===== config.mk =====
export PLATFORM = sky130hd
export DESIGN_NAME = rr4_arbiter_flat
export DESIGN_NICKNAME = d
export VERILOG_FILES = /design/src/rtl/rr4_arbiter_pkg.sv /design/src/rtl/rr4_arbiter_if.sv /design/src/rtl/rr4_arbiter_decoder.sv /design/src/rtl/rr4_arbiter_select.sv /design/src/rtl/rr4_arbiter.sv /design/src/flat_wrapper.sv
export SDC_FILE = /design/constraint.sdc
export NUM_CORES = 1
export LEC_CHECK = 0
export CAP_MARGIN = 40
export CORE_MARGIN = 2
export CORE_UTILIZATION = 49
export DETAILED_ROUTE_END_ITERATION = 8
export GPL_ROUTABILITY_DRIVEN = 0
export PLACE_DENSITY = 0.76
export SYNTH_ARGS = -nofsm -noshare
export SYNTH_HDL_FRONTEND = slang
export SYNTH_SLANG_ARGS = --single-unit

===== constraint.sdc =====
create_clock -name clock -period 2.4 [get_ports clock]
set_input_delay 0.48 -clock clock [delete_from_list [all_inputs] [get_ports clock]]
set_output_delay 0.48 -clock clock [all_outputs]
set_load 0.005 [all_outputs]

===== src/rtl/rr4_arbiter_pkg.sv =====
`default_nettype none
// ============================================================================
// Module   : rr4_arbiter_pkg
// Brief    : Shared encodings and constants for the 4-way round-robin arbiter.
// Revision : 1.0
// ============================================================================
package rr4_arbiter_pkg;

    typedef enum logic {
        IDLE  = 1'b0,
        GRANT = 1'b1
    } state_t;

    localparam int NREQ             = 4;
    localparam int MAX_HOLD_DEFAULT = 8;

endpackage
`default_nettype wire


===== src/rtl/rr4_arbiter_if.sv =====
`default_nettype none
// ============================================================================
// Module   : rr4_arbiter_if
// Brief    : Request/grant bundle between requesters (master) and arbiter (slave).
// Revision : 1.0
// ============================================================================
interface rr4_arbiter_if;
    import rr4_arbiter_pkg::*;

    logic [NREQ-1:0] req;
    logic [NREQ-1:0] gnt;
    logic [1:0]      gnt_id;
    logic            gnt_valid;
    logic            preempt;

    modport master (
        output req,
        input  gnt,
        input  gnt_id,
        input  gnt_valid,
        input  preempt
    );

    modport slave (
        input  req,
        output gnt,
        output gnt_id,
        output gnt_valid,
        output preempt
    );

endinterface
`default_nettype wire


===== src/rtl/rr4_arbiter_decoder.sv =====
`default_nettype none
// ============================================================================
// Module   : b2to4_decoder
// Brief    : 2-to-4 one-hot decoder.
// Revision : 1.0
// ============================================================================
module b2to4_decoder (
    input  wire logic [1:0] sel_i,
    output logic      [3:0] onehot_o
);

    assign onehot_o = 4'b0001 << sel_i;

endmodule
`default_nettype wire


===== src/rtl/rr4_arbiter_select.sv =====
`default_nettype none
// ============================================================================
// Module   : rr4_select
// Brief    : Rotating-priority selector; first set request at or after ptr_i.
// Revision : 1.0
// ============================================================================
module rr4_select (
    input  wire logic [3:0] req_i,
    input  wire logic [1:0] ptr_i,
    output logic      [1:0] idx_o,
    output logic            any_o
);

    logic [7:0] w_dbl;
    logic [3:0] w_rot;
    logic [1:0] w_off;

    // Rotate so ptr_i lands at bit 0, encode, then add ptr_i back (mod 4).
    assign w_dbl = {req_i, req_i};
    assign w_rot = w_dbl[ptr_i +: 4];

    always_comb begin
        w_off = 2'd0;
        if (w_rot[0])      w_off = 2'd0;
        else if (w_rot[1]) w_off = 2'd1;
        else if (w_rot[2]) w_off = 2'd2;
        else if (w_rot[3]) w_off = 2'd3;
    end

    assign idx_o = ptr_i + w_off;
    assign any_o = |req_i;

endmodule
`default_nettype wire


===== src/rtl/rr4_arbiter.sv =====
`default_nettype none
// ============================================================================
// Module   : rr4_arbiter
// Brief    : 4-requester round-robin arbiter with bounded grant hold time.
// Revision : 1.0
// ============================================================================
module rr4_arbiter
    import rr4_arbiter_pkg::*;
#(
    parameter int MAX_HOLD = MAX_HOLD_DEFAULT,
    parameter int CNT_W    = 4
) (
    input wire logic    clock,
    input wire logic    reset_,
    rr4_arbiter_if.slave bus
);

    localparam logic [CNT_W-1:0] c_cnt_max   = '1;
    localparam logic [CNT_W-1:0] c_hold_last = (MAX_HOLD == 0) ? '0 : CNT_W'(MAX_HOLD - 1);

    state_t           state_q;
    logic [1:0]       gnt_id_q;
    logic             gnt_valid_q;
    logic             preempt_q;
    logic [1:0]       ptr_q;
    logic [CNT_W-1:0] hold_cnt_q;
    logic [CNT_W-1:0] hold_cnt_d;

    logic [1:0]       w_sel_idx;
    logic             w_sel_any;
    logic [3:0]       w_dec;
    logic             w_timeout;

    rr4_select u_select (
        .req_i (bus.req),
        .ptr_i (ptr_q),
        .idx_o (w_sel_idx),
        .any_o (w_sel_any)
    );

    b2to4_decoder u_decoder (
        .sel_i    (gnt_id_q),
        .onehot_o (w_dec)
    );

    // Counter saturates so an unlimited hold can never wrap back into a timeout.
    assign hold_cnt_d = (hold_cnt_q == c_cnt_max) ? hold_cnt_q : hold_cnt_q + 1'b1;
    assign w_timeout  = (MAX_HOLD != 0) && (hold_cnt_q == c_hold_last);

    always_ff @(posedge clock) begin
        if (!reset_) begin
            state_q     <= IDLE;
            gnt_id_q    <= 2'd0;
            gnt_valid_q <= 1'b0;
            preempt_q   <= 1'b0;
            ptr_q       <= 2'd0;
            hold_cnt_q  <= '0;
        end else begin
            preempt_q <= 1'b0;
            case (state_q)
                IDLE: begin
                    if (w_sel_any) begin
                        gnt_id_q    <= w_sel_idx;
                        gnt_valid_q <= 1'b1;
                        hold_cnt_q  <= '0;
                        state_q     <= GRANT;
                    end
                end
                GRANT: begin
                    if (!bus.req[gnt_id_q]) begin
                        state_q     <= IDLE;
                        gnt_valid_q <= 1'b0;
                        ptr_q       <= gnt_id_q + 2'd1;
                    end else if (w_timeout) begin
                        state_q     <= IDLE;
                        gnt_valid_q <= 1'b0;
                        ptr_q       <= gnt_id_q + 2'd1;
                        preempt_q   <= 1'b1;
                    end else begin
                        hold_cnt_q  <= hold_cnt_d;
                    end
                end
                default: state_q <= IDLE;
            endcase
        end
    end

    assign bus.gnt       = w_dec & {NREQ{gnt_valid_q}};
    assign bus.gnt_id    = gnt_id_q;
    assign bus.gnt_valid = gnt_valid_q;
    assign bus.preempt   = preempt_q;

endmodule
`default_nettype wire

===== src/flat_wrapper.sv =====
// flat-port wrapper written by rule: the top's interface ports become plain ports
module rr4_arbiter_flat import rr4_arbiter_pkg::*;
#(
    parameter int MAX_HOLD = MAX_HOLD_DEFAULT,
    parameter int CNT_W    = 4
)
  (clock, reset_, bus_req, bus_gnt, bus_gnt_id, bus_gnt_valid, bus_preempt);
  rr4_arbiter_if bus_i ();
  input wire logic clock;
  input wire logic reset_;
  input wire logic [$bits(bus_i.req)-1:0] bus_req;
  output wire logic [$bits(bus_i.gnt)-1:0] bus_gnt;
  output wire logic [$bits(bus_i.gnt_id)-1:0] bus_gnt_id;
  output wire logic [$bits(bus_i.gnt_valid)-1:0] bus_gnt_valid;
  output wire logic [$bits(bus_i.preempt)-1:0] bus_preempt;
  assign bus_i.req = bus_req;
  assign bus_gnt = bus_i.gnt;
  assign bus_gnt_id = bus_i.gnt_id;
  assign bus_gnt_valid = bus_i.gnt_valid;
  assign bus_preempt = bus_i.preempt;
  rr4_arbiter #(.MAX_HOLD(MAX_HOLD), .CNT_W(CNT_W)) u_core (.clock(clock), .reset_(reset_), .bus(bus_i));
endmodule

==> impl_results.md <==
* Commonest non-fill, non-tap cells in the layout: 13 x clkdlybuf4s50_1, 11 x dfxtp_1, 9 x nor2_1, 9 x nand2_1
* Detail Placement HPWL at approximately 1.1 mm
* # diodes at 0
* Run status: finished, final reports clean
* DR WL/cell at 12.0 um
* Initial core utilization at 53.8%
* Setup violators final at 0
* Final WL at 1.46 mm
* Fin cells at 122
* Reg2reg path depth at 8
* Min Tclk post-route at 2.20 ns
* Fin. max-slew vios at 0
* Predominant post-synthesis flop cell: dfxtp_1
* Sink Count at 11
* Simple-gate share of the synthesized area at 31.6%
* Hold Crit Class: reg -> reg
* Syn_nets at 101
* Main combinational cell family by area after synthesis: simple AND/OR/NAND/NOR gates
* Cells after Synth at 89
* WP buf/inv at 1
* CTS Root Cell: clkbuf_4
* Placed cell count at between 100 and 150
* Core Area at around 0.0014 mm2
* GRT met2 Usage at 28.6%
* Synth Area per Inst at 8.15 um2
* EDFF count, synth at 0
* Synth Area in XOR/XNOR at under 10%
* Arr. time, crit path at 2.36 ns
* Final Net Count at 120
* Vias in the first global route at 596
* Antenna violations before repair at 0
* IO buf count at 13
* Post-synthesis cell area at 726 um2
* Pwr Total at 490 uW
* Synth Area in Adders at 10.3%
* Least-Margin Pin Slew at roughly 0.38 ns
* Final ANT Viol Nets at 0
* Cts bufs inserted at 3
* Unique cell type count in the Yosys netlist at 36
* Via count at 711
* Final period utilization at 91.6%
* Commonest non-fill, non-tap cell in the layout: clkdlybuf4s50_1
* Largest net degree at the start of global routing at 13
* Vias per cell at 5.83
* Synth Register Bits at 11
* Area Overhead vs Synth at 27.1%
* Detailed Route Iter0 Violations at 19
* Endpoints failing hold at 0
* Critical path peak fanout at 4
* CP required at 2.56 ns
* Area of the die at 0.00180 mm2
* Max Fclk at 455 MHz
* Row count at 13
* I/O pin cnt at 14
* First-pass GRT wire length at 2.53 mm
* DRT Pass-1 Iters at 4
* Clk pin slew, worst setup/hold paths at ~0.070 ns
* Slowest CP cell: clkdlybuf4s50_1
* Cell family with most CP delay: compound AO/OA/AOI/OAI gates
* Clk_lat worst skew at 0.27 ns
* Gr busiest metal: met2
* Yosys warnings at 0
* Met1 GRT Util at 23.9%
* Complex-gate fraction of the synthesized area at 20.2%
* GR Util met3 at 8.19%
* Layout cells sized above 1 at 11.2%
* Ys async rst share at 0%
* Post_cts resized at 0
* GRT Overall Usage at 18.3%
* Number of cells on the critical path at 9
* Crit start category: primary input
* Pwr dens at 531 mW/mm2
* CP max stage delay at about 0.54 ns
* H-tree depth at 1
* Post-route DRC at 0
* Skew final at 0.00111 ns
* Slew HR at between 70 and 80%
* Max-cap violations at 0
* Worst setup EP type: flip-flop
* TritonCTS clock tree: yes
* Leakage at between 0.3 and 0.4 nW
* RSZ-0062 raised after global routing: no
* Hold Path Stages at 2
* CTS Hold Bufs at 0
* Post-synthesis mux area share at 3.10%
* VDD IR-drop max at 334 uV
* CP cell instances: clkdlybuf4s50_1 -> nor2b_1 -> a221oi_1 -> a31oi_1 -> a211o_1 -> ha_1 -> xnor2_1 -> nand4_1 -> nor3b_1
* Die Wd at 42.5 um
* Fill count at 123
* # Post-CTS Setup Buffers at 0
* Longest Clk Path Bufs at 2
* Total gr overflow at 0
* Register area share after synthesis at between 30 and 40%
* Final Hold Slack at 0.497 ns
* Setup CP Type: in -> reg
* Die Height at 42.5 um
==> per-stage QoR <==
stage          util, %  worst slack [ns]  TNS (ns)  area [um2]
2_1_floorplan        -             0.398         0         726
3_3_place_gp      66.4           0.00360         0         896
3_5_place_dp      66.4           -0.0684   -0.0684         896
4_1_cts           68.3             0.208         0         922
5_1_grt           68.3            0.0856         0         922
6_report          68.3             0.201         0         922
==> power breakdown <==
part | leakage, nW | internal (mW) | switching (mW)
Combinational | 0.275 | 0.0807 | 0.0615
Clock | 0.0150 | 0.0644 | 0.0590
Sequential | 0.0901 | 0.198 | 0.0268
==> per-layer routing <==
layer | up-vias | wire length (um)
li1 | 358 | -
met3 | 0 | 90
met5 | - | 0
met4 | 0 | 0
met1 | 329 | 695
met2 | 24 | 675
==> worst register-to-register path, delay by kind of cell (launching register included) <==
family          cells  cell delay (ns)
compound gates      3             0.65
flops               1             0.52
simple gates        3             0.38
fa+ha+maj           1             0.20
xor+xnor            1             0.18
==> flip-flops by register name (all words and copies together) (netlist names) <==
signal and cells:
u_core.hold_cnt_q 4, u_core.bus.gnt_id 2, u_core.ptr_q 2, u_core.bus.gnt_valid 1, u_core.bus.preempt 1, u_core.state_q 1
==> path summary, 6_finish.rpt <==
path                                      startpoint                   end  slack [ns]
worst max-delay path                      bus_req[1]  u_core.bus.gnt_id[1]        0.20
worst min-delay path            u_core.hold_cnt_q[2]  u_core.hold_cnt_q[2]        0.50
worst max register to register       u_core.ptr_q[0]  u_core.bus.gnt_id[1]        0.34
worst min register to register  u_core.hold_cnt_q[2]  u_core.hold_cnt_q[2]        0.50
==> area by class of cell <==
cell class,instances,area (um2),area share (%)
multi-input cells,72,482,52.2
inverters,2,7.51,0.814
well taps,15,18.8,2.04
flip-flops and latches,11,220,23.9
clock buffers,4,26.3,2.85
repair buffers,18,168,18.2
==> Yosys cell counts, types with 2 or more instances <==
library cell | count | area share, %
dfxtp_1 | 11 | 30
nand2_1 | 9 | 4.7
nor2_1 | 9 | 4.7
and2_1 | 6 | 5.2
ha_1 | 6 | 10
o21ai_0 | 5 | 3.4
a21oi_1 | 4 | 2.8
clkbuf_1 | 3 | 1.6
nand3_1 | 3 | 2.1
nor2b_1 | 3 | 2.6
and3_1 | 2 | 1.7
inv_1 | 2 | 1.0
nor3b_1 | 2 | 2.1
or3_1 | 2 | 1.7
==> cells by family (layout without fill, tap and decap cells) <==
logic type               after synthesis  count (layout)
adder cells (fa/ha/maj)                6               6
multiplexers                           1               1
buffers and inverters                  6              24
flip-flops                            11              11
XOR/XNOR                               1               1
AND/OR/NAND/NOR                       43              43
AO/OA/AOI/OAI                         21              21
(Power assumes the default switching activity.)
==> patch: new RTL, same flow settings <==
`MAX_HOLD_DEFAULT`: 8 -> 4.
--- a/src/rtl/rr4_arbiter_pkg.sv
+++ b/src/rtl/rr4_arbiter_pkg.sv
@@ -12,7 +12,7 @@
     } state_t;
 
     localparam int NREQ             = 4;
-    localparam int MAX_HOLD_DEFAULT = 8;
+    localparam int MAX_HOLD_DEFAULT = 4;
 
 endpackage
 `default_nettype wire
Formal check against the unedited RTL: not equivalent (Yosys sat finds a counterexample within 10 cycles, from zero or initial values and one cycle with reset_ low).
==> patch against the unedited design <==
Count of clock-buffer cells in the layout unchanged; final area rose by 2.3%; sequential share of layout area decreased by 0.54 points; sequential cell count did not move; synthesized area is 3.8% higher; register-to-register slack better by 0.05 ns; maximum frequency up 0.86%; setup slack improved by 0.019 ns; total power increased by 0.49%; sequential power about the same; wire length is 0.82% higher; utilization fell by 4.2 points; critical path depth is the same; non-clock buffer count did not move; critical path type unchanged; largest cell class unchanged.
==> patch: results <==
set metrics [dict create \
    outcome "finished, final reports clean" \
    synthAdderAreaFrac_pct 9.97 \
    synthTopCellsByCount "nor2_1 (12), dfxtp_1 (11), nand2_1 (10)" \
    fin_nets 122 \
    synth_mux_area_share_pct 4.32 \
    whs_ns 0.495 \
    peakVddDrop_mv 0.518 \
    grt_pass1_vias 590 \
    relSlewSlack_pct 72.1 \
    placed_area_um2 917 \
    dpl.hpwl_um 1100 \
    p_int_mw 0.345 \
    initialDrtViolationCount 11 \
    min_from "u_core.hold_cnt_q[1]" \
    synth_compound_area_share_pct 18.9 \
    hold_path_end "u_core.hold_cnt_q[1]" \
    r2r-end "u_core.bus.gnt_id[1]" \
    critical_path_arrival_ns 2.34 \
    clock_skew_ns 0.00522 \
    grt_max_degree 14 \
    slowest_delay_ns 0.52 \
    grtUsageTotal_pct 17.5 \
    synth_cell_types 41 \
    drive_gt1_share_pct 11.9 \
    dpl_worst_slack_ns -0.0606 \
    r2r_setup_slack_ns 0.39 \
    switching_share_pct 30.0 \
    synth_seq_area_share_pct 29.2 \
    grt_pass1_wl_um 2460 \
    viasPerCell 5.70 \
    fillCellCount 134 \
    synth_area_leaders "dfxtp_1 (29%), ha_1 (10%), nor2_1 (6.0%)" \
    syn_inst 91 \
    final_cell_count_no_fill 125 \
]
==> patch: changes by cell type after synthesis, sizes merged, moves of 2 or more <==
cell,unedited run,this run
nor2,9,12
clkbuf,4,2
buf,0,2
nand3,4,2
a21oi,4,2
nand2,9,11
==> patch: cell families (layout without fill, tap and decap cells) <==
logic type | after synthesis | count (layout)
AND/OR/NAND/NOR | 43 | 43
AO/OA/AOI/OAI | 19 | 19
flip-flops | 11 | 11
buffers and inverters | 7 | 25
adder cells (fa/ha/maj) | 6 | 6
XOR/XNOR | 3 | 3
multiplexers | 2 | 2
==> patch: metal layers <==
metal	GRT usage, %	wire length [um]
met4	3.64	0
met1	20.4	672
met3	7.66	100
met5	0	0
met2	29.6	699
==> patch: cell type report <==
type / count / area [um2] / area share [%]
clock buffers: 4 / 26.3 / 2.79
inverters: 3 / 11.3 / 1.19
multi-input cells: 73 / 498 / 52.8
flip-flops and latches: 11 / 220 / 23.3
well taps: 16 / 20.0 / 2.12
repair buffers: 18 / 168 / 17.8
